### src/rtl/demux1to4_32bit.sv
// demux1to4_32bit: registered 1-to-4 demultiplexer for 32-bit words.
// One valid/ready input stream is steered into four single-entry output
// slots, each with its own valid/ready handshake.
// Optional feature macro: DEMUX_RR_EN (round-robin destination pointer
// replaces sel; default build uses sel).
module demux1to4_32bit (
  input  logic        clk,
  input  logic        rst_n,
  input  logic        in_valid,
  output logic        in_ready,
  input  logic [31:0] in_data,
  input  logic [1:0]  sel,
  output logic [3:0]  out_valid,
  input  logic [3:0]  out_ready,
  output logic [31:0] out1,
  output logic [31:0] out2,
  output logic [31:0] out3,
  output logic [31:0] out4,
  output logic [7:0]  xfer_count
);

  logic [1:0]  dest;
  logic        accept;
  logic [3:0]  fill;
  logic [3:0]  drain;
  logic [31:0] slot_data [4];

`ifdef DEMUX_RR_EN
  logic [1:0] rr_ptr;
  logic       unused_sel;

  assign unused_sel = ^sel;
  assign dest       = rr_ptr;

  // Round-robin pointer advances on every accepted word.
  always_ff @(posedge clk or negedge rst_n) begin
    if (!rst_n) begin
      rr_ptr <= '0;
    end else if (accept) begin
      rr_ptr <= rr_ptr + 2'd1;
    end
  end
`else
  assign dest = sel;
`endif

  // Ready and per-slot fill/drain strobes for the current cycle.
  always_comb begin
    in_ready = !out_valid[dest] || out_ready[dest];
    accept   = in_valid && in_ready;
    fill     = '0;
    drain    = out_valid & out_ready;
    if (accept) begin
      fill[dest] = 1'b1;
    end
  end

  // Slot valid bits: a refill in the same cycle as a drain keeps the slot full.
  always_ff @(posedge clk or negedge rst_n) begin
    if (!rst_n) begin
      out_valid <= '0;
    end else begin
      out_valid <= fill | (out_valid & ~drain);
    end
  end

  // Slot data registers load only on fill and otherwise hold.
  always_ff @(posedge clk or negedge rst_n) begin
    if (!rst_n) begin
      for (int unsigned k = 0; k < 4; k++) begin
        slot_data[k] <= '0;
      end
    end else begin
      for (int unsigned k = 0; k < 4; k++) begin
        if (fill[k]) begin
          slot_data[k] <= in_data;
        end
      end
    end
  end

  // Accepted-word counter, wraps modulo 256.
  always_ff @(posedge clk or negedge rst_n) begin
    if (!rst_n) begin
      xfer_count <= '0;
    end else if (accept) begin
      xfer_count <= xfer_count + 8'd1;
    end
  end

  assign out1 = slot_data[0];
  assign out2 = slot_data[1];
  assign out3 = slot_data[2];
  assign out4 = slot_data[3];

endmodule

### config.mk
export PLATFORM = sky130hd
export DESIGN_NAME = demux1to4_32bit
export DESIGN_NICKNAME = d
export VERILOG_FILES = /design/src/rtl/demux1to4_32bit.sv
export SDC_FILE = /design/constraint.sdc
export NUM_CORES = 1
export LEC_CHECK = 0
export CORE_MARGIN = 5
export CORE_UTILIZATION = 49
export CTS_CLUSTER_DIAMETER = 30
export DETAILED_ROUTE_END_ITERATION = 10
export PLACE_DENSITY = 0.95
export SETUP_SLACK_MARGIN = 0.02
export SLEW_MARGIN = 15
export SYNTH_ARGS = -nofsm -noshare
export SYNTH_HDL_FRONTEND = slang
export SYNTH_SLANG_ARGS = --single-unit
### constraint.sdc
create_clock -name clk -period 3.7 [get_ports clk]
set_clock_uncertainty 0.15 [all_clocks]
set_input_delay 0.925 -clock clk [delete_from_list [all_inputs] [get_ports clk]]
set_output_delay 0.925 -clock clk [all_outputs]
set_load 0.02 [all_outputs]
# Word level (Yosys, flattened, before mapping)
# Cells that the tools add are included.
dict set report totals {
  reg_bits 140
  latch_bits 0
  mem_bits_rw 0
  rom_bits 0
  in_bits 41
  out_inout_bits 141
  wordCells 24
  memories 0
}
dict set report classes {
  add_sub_neg 1
  mul 0
  div 0
  magnitude_cmp 2
  n_eq_ne 0
  shift 0
  muxes 7
  bitwise 4
  n_reduce_logical 4
}
# operator n
set op_table {}
lappend op_table {{$add A8 B1 Y8 const B} 1}
lappend op_table {{$and A4 B4 Y4} 2}
lappend op_table {{$bmux W1 S2} 2}
lappend op_table {{$mux W4} 1}
lappend op_table {{$not A4 Y4} 1}
lappend op_table {{$or A4 B4 Y4} 1}
lappend op_table {{$lt A2 B3 Y1 const B} 1}
lappend op_table {{$mux W1} 3}
lappend op_table {{$demux W1 S2} 1}
lappend op_table {{$ge A2 B1 Y1 const B} 1}
lappend op_table {{$logic_and A1 B1 Y1} 2}
lappend op_table {{$logic_not A1 Y1} 1}
lappend op_table {{$logic_or A1 B1 Y1} 1}

# Logic depth before layout (Yosys ltp)
dict set report depth {
  word_depth 7
  ltp_mapped 6
}

# Least setup slack after synthesis
# No wires, ideal clock.
dict set report synth_timing {
  path_type {input-to-output}
  from {in out_ready[3]}
  to {out in_ready}
  arrival_ns 1.680
  t_required_ns 2.625
  slack_ns 0.945
  cell_stages 2
  n_path_buf 0
  path_cell_list {nand2b_1 mux4_2}
}
dict set report synth_between {
  elab_chain_len 3
}
# element line
set synth_rtl {}
lappend synth_rtl {{start: declaration} 14} ;# input logic [3:0] out_ready,
lappend synth_rtl {{$bmux W1 S2} 49} ;# in_ready = !out_valid[dest] || out_ready[dest];
lappend synth_rtl {{$mux W1 (implied by the code)} 49}
lappend synth_rtl {{$logic_or A1 B1 Y1} 49}
lappend synth_rtl {{end: declaration} 10} ;# output logic in_ready,
# Every way passes these cells. The select of a mux whose other input is x is not followed.

# Final worst setup path
# Same ends and word-level chain as after synthesis.

==> results.tsv <==
metric	value	unit
outcome	finished clean	
Mapped Avg Cell Area	16.84	µm²
hold_sp	xfer_count[7]$_DFFE_PN0P_	
Tmin final	3.324	ns
Initial Util	0.5037	
first-pass GRT wire length	21.02	mm
yosys warns	0	
final hold violations	0	
hold path endpoint	xfer_count[7]$_DFFE_PN0P_	
Skew-Pair Late Insertion Delay	0.40	ns
Antenna diodes	0	
Worst EP required	2.62	ns
gr usage total	0.2039	
Iter 0 DRT Violations	130	
CTS Buf Count	17	
global-route met2 utilization	0.3406	
total global routing overflow	0	
Placer Congestion	0.8025	
die span in y	116.0	µm
Peak VDD IR	0.3754	mV
layout cells sized above 1	0.3258	
CTS tree	done	
asr flop ratio synth	1.000	
Seq pwr share	0.391	
# DRC	0	
Fmax	0.3008	GHz
share of the synthesized area in the top cell type	0.6361	
Top-Level Pins	182	
antenna violations before repair	0	
Critical Path End Type	output port	
detailed placement HPWL	9.416	mm
crit-path cells	clkdlybuf4s50_1 -> nand2b_1 -> mux4_2 -> dlymetal6s2s_1	
Critical R2R Launch	out_valid[1]$_DFF_PN0_	
switch share	0.3022	
Area growth, synth to finish	45.48	%
ratio of final minimum period to clock period	0.8984	
PD cells	667.0	nW/µm²
Worst Path Buf+Inv	2	
Die ar.	13460	µm²
Clk pwr share	0.293	
Cells on Worst Hold Path	1	
H-Tree Depth	4	
met1 usage	0.2405	
Worst Path Arrival	2.25	ns
Port Buf Inserts	181	
worst-margin pin slew	0.7225	ns
CP peak stage delay	0.50	ns
Min Hold Slack	0.3305	ns
core area	10940	µm²
Slew Limit Fails	0	
Synth area leader	dfrtp_1	
final setup fails	0	
Post-DRT Antenna Nets	0	
Post-CTS Setup Bufs	0	
Net count, final	564	
internal power	3729	µW
CP Depth	4	
gr busiest metal	met2	
vias in the first global route	3905	
clock buffer depth	2	
Netlist cell types	23	
HP Class	register to register	
row count	38	
grt met3 use	0.07624	
max cap viols	0	
Worst Setup Start Kind	primary input	
Via-to-Cell Ratio	5.134	
switching pwr	1615	µW
Comb pwr share	0.316	
Post-synth EDFFs	0	
Post-Syn Area	5508	µm²
First-pass DRT Iterations	4	
worst reg2reg setup slack	1.89	ns
critical path class	primary input to output port	
LEAKAGE	0.003412	µW
Max Fanout on Critical Path	3	
top post-synthesis cells by area	dfrtp_1 (64%), mux2_2 (19%), mux2_4 (8.5%), buf_6 (1.8%), xnor2_1 (1.1%)	
Via Count	3460	
reg-to-reg endpoint	xfer_count[1]$_DFFE_PN0P_	
Top delay family on crit path	buffers and inverters	
Worst path slowest cell	mux4_2	
DR WL/cell	19.42	µm
Clock transition at path regs	0.06	ns
largest net degree at the start of global routing	80	
die width	116.0	µm
Seq cells post-synth	140	
Post-Synthesis Cells	327	
clock sink total	140	
Total Neg Setup Slack	0	ns
CTS root buf	clkbuf_16	
Post-synth top flop	dfrtp_1	
worst reg-to-reg path cell count	5	
RSZ-0062 raised after global routing	false	
Worst slew margin	0.5183	
final wirelength	13.09	mm
sequential fraction of the synthesis area	0.6361	
syn_nets	369	
## Yosys cell counts, types with 2 or more instances
library cell    n
nand3_1         2
mux2_2         93
nand4_1         3
nor2_1          4
mux2_1          5
nand2_1        11
buf_2           7
nand2b_1        3
and3_1          2
mux2_4         31
buf_6           9
dfrtp_1       140
xnor2_1         7
## metrics by stage
step	power (µW)	utilization	cell area, µm²	instances	setup slack (ns)
after global placement	3754	0.6819	7457	643	0.03710
after global routing	5594	0.7327	8013	674	0.3339
after CTS	5405	0.7325	8010	674	0.03095
after detailed placement	3815	0.6819	7457	643	0.03146
final	5344	0.7327	8013	674	0.3760
after floorplan	2903	-	5508	327	0.9450
## metal layers
metal  wire, µm  part of all wire
met5          0                 0
met3       1050             0.080
met4        246             0.019
met2       6677              0.51
met1       5116              0.39
## sequential cells by signal, summed over array words and instances, names as in the netlist
register	flops
out2	32
xfer_count	8
out_valid	4
out3	32
out1	32
out4	32
## cells by family (layout without fill, tap and decap cells)
family          Yosys count  in the layout  share of synthesized area
flops                   140            140                     0.6361
mux                     130            130                     0.2890
simple gates             31             31                    0.03521
buf+inv                  17            224                    0.02544
xor+xnor                  7              7                    0.01113
fa+ha+maj                 1              1                   0.002271
compound gates            1              1                  0.0009078
## area by class of cell
cell class | count | area (µm²)
repair buffers | 192 | 1911
clock inverters | 11 | 96.34
inverters | 1 | 3.754
flip-flops and latches | 140 | 3503
multi-input cells | 170 | 1867
fillers | 721 | 2923
well taps | 140 | 175.2
clock buffers | 20 | 456.7
## placed cells by master, fill, tap and decap left out, types with 2 or more instances in the layout
master and count:
mux2_2 93, clkinvlp_4 5, clkdlybuf4s50_1 179, nand2b_1 3, mux2_1 5, xnor2_1 7
nand4_1 3, nor2_1 4, mux2_4 31, buf_4 10, clkinv_2 4, clkbuf_16 17
nand3_1 2, nand2_1 11, clkbuf_8 2, dfrtp_1 140
## how the worst max path moves through the flow
stage                    end         start  slack, ns
floorplan           in_ready  out_ready[3]       0.95
global placement    in_ready  out_ready[1]       0.04
detailed placement  in_ready  out_ready[3]       0.03
CTS                 in_ready  out_ready[3]       0.03
global route        in_ready  out_ready[1]       0.33
finish              in_ready  out_ready[3]       0.38
## power groups by stage
stage                     Combinational, µW  Clock, µW  Sequential [µW]
final                                  1690       1570             2090
after detailed placement               1700          0             2110
after CTS                              1710       1600             2090
after global routing                   1780       1670             2140
after floorplan                         412          0             2490
after global placement                 1660          0             2090
## what timing repair did
| item | CTS | global route |
|---|---|---|
| gates resized for setup | 0 | 1 |
| endpoints found under the setup margin | 0 | 1 |
| hold buffers | 0 | 0 |
No activity file was read; power rests on OpenSTA's default activity.
